File: src/rtl/bus_rr_xbar.sv
// bus_rr_xbar: N-host x M-device bus interconnect with one transaction in flight.
// Hosts are picked round-robin and granted in the same cycle as their request.
// The address goes to the lowest-indexed device whose base/mask window matches.
// An access that matches no device is answered with an error one cycle later.
// Optional feature macro: BUS_TIMEOUT_EN. When it is defined, a device that does
// not answer within TimeoutCycles WAIT cycles gets an error response instead.
module bus_rr_xbar #(
  parameter int NrHosts       = 2,
  parameter int NrDevices     = 4,
  parameter int DataWidth     = 32,
  parameter int AddressWidth  = 32,
  parameter int TimeoutCycles = 64
) (
  input  logic                    clk_i,
  input  logic                    rst_i,
  input  logic [NrHosts-1:0]      host_req_i,
  input  logic [NrHosts-1:0]      host_we_i,
  input  logic [AddressWidth-1:0] host_addr_i          [NrHosts],
  input  logic [DataWidth/8-1:0]  host_be_i            [NrHosts],
  input  logic [DataWidth-1:0]    host_wdata_i         [NrHosts],
  output logic [NrHosts-1:0]      host_gnt_o,
  output logic [NrHosts-1:0]      host_rvalid_o,
  output logic [NrHosts-1:0]      host_err_o,
  output logic [DataWidth-1:0]    host_rdata_o         [NrHosts],
  output logic [NrDevices-1:0]    device_req_o,
  output logic [NrDevices-1:0]    device_we_o,
  output logic [AddressWidth-1:0] device_addr_o        [NrDevices],
  output logic [DataWidth/8-1:0]  device_be_o          [NrDevices],
  output logic [DataWidth-1:0]    device_wdata_o       [NrDevices],
  input  logic [NrDevices-1:0]    device_rvalid_i,
  input  logic [NrDevices-1:0]    device_err_i,
  input  logic [DataWidth-1:0]    device_rdata_i       [NrDevices],
  input  logic [AddressWidth-1:0] cfg_device_addr_base [NrDevices],
  input  logic [AddressWidth-1:0] cfg_device_addr_mask [NrDevices]
);

  localparam int HostIdxW = (NrHosts > 1) ? $clog2(NrHosts) : 1;
  localparam int DevIdxW  = (NrDevices > 1) ? $clog2(NrDevices) : 1;

  // These parameter values would produce a bus that does not work, so elaboration stops.
  if (NrHosts < 1 || NrDevices < 1 || TimeoutCycles < 2) begin : g_param_check
    $error("bus_rr_xbar: NrHosts/NrDevices must be >= 1 and TimeoutCycles >= 2");
  end

  typedef enum logic [1:0] {
    StIdle,
    StWait,
    StErrRsp
  } state_e;

  state_e              state_q, state_d;
  logic [HostIdxW-1:0] rr_ptr_q, rr_ptr_d;
  logic [HostIdxW-1:0] cur_host_q, cur_host_d;
  logic [DevIdxW-1:0]  cur_dev_q, cur_dev_d;

  logic                arb_valid;
  logic [HostIdxW-1:0] arb_host;
  logic [HostIdxW-1:0] arb_cand;
  logic                dec_valid;
  logic [DevIdxW-1:0]  dec_dev;

`ifdef BUS_TIMEOUT_EN
  localparam int CntW = $clog2(TimeoutCycles + 1);
  logic [CntW-1:0] cnt_q, cnt_d;
  logic            expired;

  // Cycle TimeoutCycles of WAIT is the last one the device gets.
  assign expired = (cnt_q == CntW'(TimeoutCycles - 1));
`endif

  // Round-robin search: the first requesting host at or after rr_ptr wins.
  always_comb begin
    arb_valid = 1'b0;
    arb_host  = '0;
    arb_cand  = '0;
    for (int i = 0; i < NrHosts; i++) begin
      arb_cand = HostIdxW'((int'(rr_ptr_q) + i) % NrHosts);
      if (!arb_valid && host_req_i[arb_cand]) begin
        arb_valid = 1'b1;
        arb_host  = arb_cand;
      end
    end
  end

  // Address decode of the winning host: the lowest matching device index wins.
  always_comb begin
    dec_valid = 1'b0;
    dec_dev   = '0;
    for (int d = 0; d < NrDevices; d++) begin
      if (!dec_valid &&
          ((host_addr_i[arb_host] & cfg_device_addr_mask[d]) == cfg_device_addr_base[d])) begin
        dec_valid = 1'b1;
        dec_dev   = DevIdxW'(d);
      end
    end
  end

  // Next-state logic and all bus outputs. Every output is forced low while reset is held.
  always_comb begin
    state_d    = state_q;
    rr_ptr_d   = rr_ptr_q;
    cur_host_d = cur_host_q;
    cur_dev_d  = cur_dev_q;
`ifdef BUS_TIMEOUT_EN
    cnt_d      = cnt_q;
`endif
    host_gnt_o    = '0;
    host_rvalid_o = '0;
    host_err_o    = '0;
    for (int h = 0; h < NrHosts; h++) host_rdata_o[h] = '0;
    device_req_o = '0;
    device_we_o  = '0;
    for (int d = 0; d < NrDevices; d++) begin
      device_addr_o[d]  = '0;
      device_be_o[d]    = '0;
      device_wdata_o[d] = '0;
    end

    if (!rst_i) begin
      unique case (state_q)
        StIdle: begin
          if (arb_valid) begin
            host_gnt_o[arb_host] = 1'b1;
            rr_ptr_d   = (arb_host == HostIdxW'(NrHosts - 1)) ? '0 : arb_host + HostIdxW'(1);
            cur_host_d = arb_host;
            if (dec_valid) begin
              device_req_o[dec_dev]   = 1'b1;
              device_we_o[dec_dev]    = host_we_i[arb_host];
              device_addr_o[dec_dev]  = host_addr_i[arb_host];
              device_be_o[dec_dev]    = host_be_i[arb_host];
              device_wdata_o[dec_dev] = host_wdata_i[arb_host];
              cur_dev_d = dec_dev;
              state_d   = StWait;
`ifdef BUS_TIMEOUT_EN
              cnt_d     = '0;
`endif
            end else begin
              state_d = StErrRsp;
            end
          end
        end
        StWait: begin
          if (device_rvalid_i[cur_dev_q]) begin
            host_rvalid_o[cur_host_q] = 1'b1;
            host_err_o[cur_host_q]    = device_err_i[cur_dev_q];
            host_rdata_o[cur_host_q]  = device_rdata_i[cur_dev_q];
            state_d = StIdle;
          end
`ifdef BUS_TIMEOUT_EN
          else if (expired) begin
            host_rvalid_o[cur_host_q] = 1'b1;
            host_err_o[cur_host_q]    = 1'b1;
            state_d = StIdle;
          end else begin
            cnt_d = cnt_q + CntW'(1);
          end
`endif
        end
        StErrRsp: begin
          host_rvalid_o[cur_host_q] = 1'b1;
          host_err_o[cur_host_q]    = 1'b1;
          state_d = StIdle;
        end
        default: state_d = StIdle;
      endcase
    end
  end

  // FSM state, round-robin pointer and the owner of the in-flight transaction.
  always_ff @(posedge clk_i or posedge rst_i) begin
    if (rst_i) begin
      state_q    <= StIdle;
      rr_ptr_q   <= '0;
      cur_host_q <= '0;
      cur_dev_q  <= '0;
    end else begin
      state_q    <= state_d;
      rr_ptr_q   <= rr_ptr_d;
      cur_host_q <= cur_host_d;
      cur_dev_q  <= cur_dev_d;
    end
  end

`ifdef BUS_TIMEOUT_EN
  // Counts WAIT cycles so that a silent device cannot lock up the bus.
  always_ff @(posedge clk_i or posedge rst_i) begin
    if (rst_i) begin
      cnt_q <= '0;
    end else begin
      cnt_q <= cnt_d;
    end
  end
`endif

endmodule

File: config.mk
export PLATFORM = sky130hd
export DESIGN_NAME = bus_rr_xbar
export DESIGN_NICKNAME = d
export VERILOG_FILES = /design/src/rtl/bus_rr_xbar.sv
export SDC_FILE = /design/constraint.sdc
export NUM_CORES = 1
export LEC_CHECK = 0
export ABC_AREA = 0
export CORE_AREA = 2 2 347 349
export DETAILED_ROUTE_END_ITERATION = 10
export DIE_AREA = 0 0 349 351
export SLEW_MARGIN = 20
export SYNTH_ARGS = -nofsm -noshare
export SYNTH_HDL_FRONTEND = slang
export SYNTH_SLANG_ARGS = --single-unit
File: constraint.sdc
create_clock -name clk_i -period 5.6 [get_ports clk_i]
set_input_delay 0.84 -clock clk_i [delete_from_list [all_inputs] [get_ports clk_i]]
set_output_delay 0.84 -clock clk_i [all_outputs]
set_load 0.005 [all_outputs]
Yosys cells after proc, flatten, opt, wreduce, memory -nomap -nowiden:

Cells that the tools add are included.

* bits in registers: 6
* input port bits: 534
* output and inout bits: 350
* word-level logic and storage cells: 143

* add/subtract/negate cells: 2
* magnitude comparators: 15
* eq/ne operators: 8
* muxes and demuxes: 82
* bitwise operators: 15
* reductions and logical operators: 17

Operators with widths (count)
* 128-bit two-way mux: 8
* 32-bit two-way mux: 10
* 128-bit AND: 2
* 64-bit two-way mux: 3
* 32-bit AND: 4
* 32-bit equality test: 4
* 64-bit AND: 1
* 32-bit binary-select mux with 2-bit select: 1
* 32-bit demux with 2-bit select: 1
* 16-bit two-way mux: 4
* 4-bit two-way mux: 12
* 32-bit demux with 1-bit select: 1
* 2-bit two-way mux: 12
* 1-bit two-way mux: 21
* 16-bit AND: 1
* 2-bit case mux with 2 select lines: 3
* 1-bit logical AND: 9
* 4-bit demux with 2-bit select: 1
* 1-bit by 2-bit < comparator with 1-bit output, second input constant: 4
* 3-bit greater-or-equal comparator, second input constant: 2
* 2-bit by 3-bit < comparator with 1-bit output, second input constant: 2
* 2-bit inverter with 3-bit output: 2
* 3-bit AND reduction: 2
* 4-bit AND: 1
* other kinds (18): 28

Logic depth before layout (Yosys ltp):

* word-level depth: 32
* gate-level depth with buffers: 14
* mapped depth without buffers: 8

Worst setup path before layout:

OpenSTA, ideal clock, no wires.

* kind: in2out
* from: input host_req_i[1]
* to: output device_wdata_o[32] (netlist name)
* data arrival time: 3.460 ns
* data required time: 4.760 ns
* path slack: 1.300 ns
* stages on the path: 13
* buffers on the path: 5
* cell sequence: buf_2 inv_2 buf_2 buf_6 o211ai_1 and3_1 nor4b_1 nand4_1 or4_4 or4b_1 buf_2 buf_6 nor2_1

RTL lines
* start, declared: RTL line 16 `input logic [NrHosts-1:0] host_req_i,`
* end, declared: RTL line 29 `output logic [DataWidth-1:0] device_wdata_o [NrDevices],`

==> impl_metrics.py <==
metrics = {
    "setup_path": {
        "start_kind": "primary input",
        "crit_arrival_ns": 4.76,
        "crit_required_ns": 4.76,
        "end_kind": "primary output",
        "setup.worst_path.class": "primary input to primary output",
        "crit_fanout": 31,
    },
    "synthesis": {
        "ys.warnings.count": 0,
        "seq_area_frac_synth": 0.0190,
        "synth_edf_count": 0,
        "synth_most_common_cell": "nor2_1",
        "ys_top_cells_by_area": "nor2_1 13%, o211ai_1 12%, nand4_1 12%, mux4_2 9.7%, mux2i_1 8.8%",
        "synth_common_cells": "268 x nor2_1, 146 x nand4_1, 130 x a21oi_1",
        "yosysTopAreaCell": "nor2_1",
        "ys_types": 37,
        "yosys.area.top_type_share": 0.128,
        "synthesis.area_um2": 7890,
        "synth_nets": 1789,
        "synthCells": 1252,
        "syn_avg_cell_area_um2": 6.30,
        "synth_seq_cells": 6,
        "synth_top_flop_cell": "dfrtp_1",
        "async_flop_share": 1.00,
    },
    "power": {
        "total_leakage_power_nw": 7.69,
        "power_density_nw_per_um2": 88.9,
        "ir_drop_uv": 62.2,
    },
    "sta": {
        "grt_setup_unrepaired": "yes",
        "layout_min_cycle_time_ns": 5.60,
        "fin_tns_setup_ns": -0.00458,
        "skew_ns": 0.00207,
        "worst_slack_ns": -0.00458,
        "min_period_over_period": 1.00,
        "holdWs_ns": 0.573,
        "fmax_mhz": 178,
        "finalMaxSlewViolations": 0,
        "maxSlewHeadroom": 0.432,
        "worst_pin_slew_ns": 0.850,
        "hold_violations": 0,
        "report.final.setup_viol": 1,
    },
    "routing": {
        "drt_iter0_drc": 1555,
        "drc_errors": 0,
        "vias": 16035,
        "firstDrtPassIters": 6,
        "wl_per_cell_um": 27.6,
        "wl_um": 107000,
        "via_per_inst": 4.13,
        "drt.antenna.violating_nets": 0,
    },
    "die": {
        "die_h_um": 351,
        "dieArea_um2": 122000,
        "ios": 884,
        "die_x_um": 349,
        "coreArea_um2": 119000,
        "initial_core_util": 0.0663,
        "rows": 127,
    },
    "clock_network": {
        "clk_latency_ns": 0.23,
        "cts_max_level": 1,
        "max-clock-path-buffers": 2,
        "clock-root-buffer": "clkbuf_16",
        "cts_inserted_buffers": 3,
        "cts.sinks": 6,
        "cts_tree": "yes",
        "clkSlewWorstSetupHoldPaths_ns": 0.04,
    },
    "layout": {
        "layout-drive-gt1-share": 0.191,
        "area_growth_pct": 167,
        "nNetsFinal": 2851,
        "utilization": 0.177,
        "final_cell_area_um2": 21100,
    },
    "placed_design": {
        "dp_hpwl_um": 90700,
        "portBuffers": 883,
        "place_congestion": 0.901,
        "placed_cell_area_um2": 20500,
        "dp_worst_setup_slack_ns": -1.06,
    },
    "global_route": {
        "track_usage": 0.161,
        "overflow": 0,
        "grt_max_degree": 66,
        "grt_pass1_wl_um": 134000,
        "grt_pass1_vias": 15433,
        "antenna_found_initial": 58,
    },
    "outcome": {
        "violations": "setup timing",
        "outcome": "complete, but fails checks",
    },
    "flow_run": {
        "drv_cap": 0,
    },
    "min_path": {
        "hold_path.class": "register to register",
    },
}
## stage by stage
stage | power (mW) | instances
floorplan | 0.562 | 1252
global placement | 1.62 | 3839
detailed placement | 1.63 | 3839
CTS | 1.84 | 3858
global route | 1.97 | 3868
finish | 1.87 | 3882
## what timing repair did
| action | 4_1_cts | 5_1_grt |
|---|---|---|
| gates cloned | 3 | 1 |
| resized for setup | 146 | 92 |
| setup endpoints to repair | 280 | 228 |
| pin swaps | 14 | 17 |
| buffers inserted | 13 | 3 |
| hold buffers | 0 | 0 |
## metal layers
| metal | vias up | routed length [um] | track usage |
|---|---|---|---|
| li1 | 7052 | - | - |
| met1 | 7702 | 47900 | 0.215 |
| met2 | 1056 | 45200 | 0.240 |
| met3 | 203 | 9770 | 0.0513 |
| met4 | 22 | 4260 | 0.0573 |
| met5 | - | 144 | 0 |
## worst max-delay path, stage by stage
cell and delay, ns:
buf_2 0.14, and2b_4 0.28, buf_12 0.20, buf_6 0.20
buf_4 0.20, o211ai_1 0.11, and3_1 0.22, nor4_4 0.46
buf_4 0.20, nand4_1 0.08, or4_4 0.56, buf_12 0.18
nor3_1 0.41, clkdlybuf4s50_1 0.61
## power breakdown
part | switching [mW] | internal (mW) | leakage [nW]
combinational | 0.876 | 0.819 | 7.58
clock | 0.0261 | 0.0946 | 0.0383
sequential | 0.00889 | 0.0492 | 0.0757
## path summary, 6_finish.rpt
check | from | to | slack (ns) | cells past startpoint
worst max-delay path | host_req_i[0] | device_wdata_o[5] | -0.005 | 14
worst min-delay path | state_q[1]$_DFFE_PP0P_ | state_q[1]$_DFFE_PP0P_ | 0.57 | 2
worst max register to register | rr_ptr_q$_DFFE_PP0P_ | cur_dev_q[1]$_DFFE_PP0P_ | 1.83 | 13
worst min register to register | state_q[1]$_DFFE_PP0P_ | state_q[1]$_DFFE_PP0P_ | 0.57 | 2
max in group asynchronous | rst_i | cur_dev_q[0]$_DFFE_PP0P_ | 4.16 | 3
min in group asynchronous | rst_i | rr_ptr_q$_DFFE_PP0P_ | 1.07 | 3
## cell usage in the layout (no fill, tap or decap), types with 9 or more instances in the layout
cell | Yosys | routed
diode_2 | 0 | 21
nor3_1 | 70 | 68
clkdlybuf4s50_1 | 0 | 787
buf_4 | 9 | 257
nor4_1 | 17 | 10
mux4_2 | 34 | 34
nand4_1 | 146 | 146
nand3_1 | 50 | 49
nor4b_1 | 48 | 20
and3_1 | 80 | 75
dlygate4sd2_1 | 0 | 41
nor2_1 | 268 | 262
nor4b_2 | 0 | 19
mux2i_1 | 69 | 68
clkbuf_2 | 0 | 26
buf_12 | 0 | 29
buf_6 | 15 | 11
nand2_1 | 37 | 37
o211ai_1 | 128 | 128
clkdlybuf4s15_1 | 0 | 13
nor4b_4 | 0 | 9
a21oi_1 | 130 | 130
nor2_2 | 13 | 15
## final cells by class
| type | count | area, um2 |
|---|---|---|
| inverters | 9 | 36.3 |
| fillers | 13433 | 97900 |
| multi-input cells | 1116 | 7470 |
| clock buffers | 4 | 78.8 |
| diodes | 21 | 52.6 |
| repair buffers | 1178 | 11400 |
| flip-flops and latches | 6 | 151 |
| well taps | 1548 | 1940 |
## cells by family after synthesis
kind of cell,share of synthesized area
DFF,0.0190
AOI/OAI and AO/OA,0.215
muxes,0.185
adders and majority gates,0.00476
buffers and inverters,0.0874
and+or+nand+nor,0.490
## sequential cells by signal, indices dropped and copies added, names as in the netlist
name / flops
cur_dev_q: 2
state_q: 2
cur_host_q: 1
rr_ptr_q: 1
No activity file was read; power rests on OpenSTA's default activity.
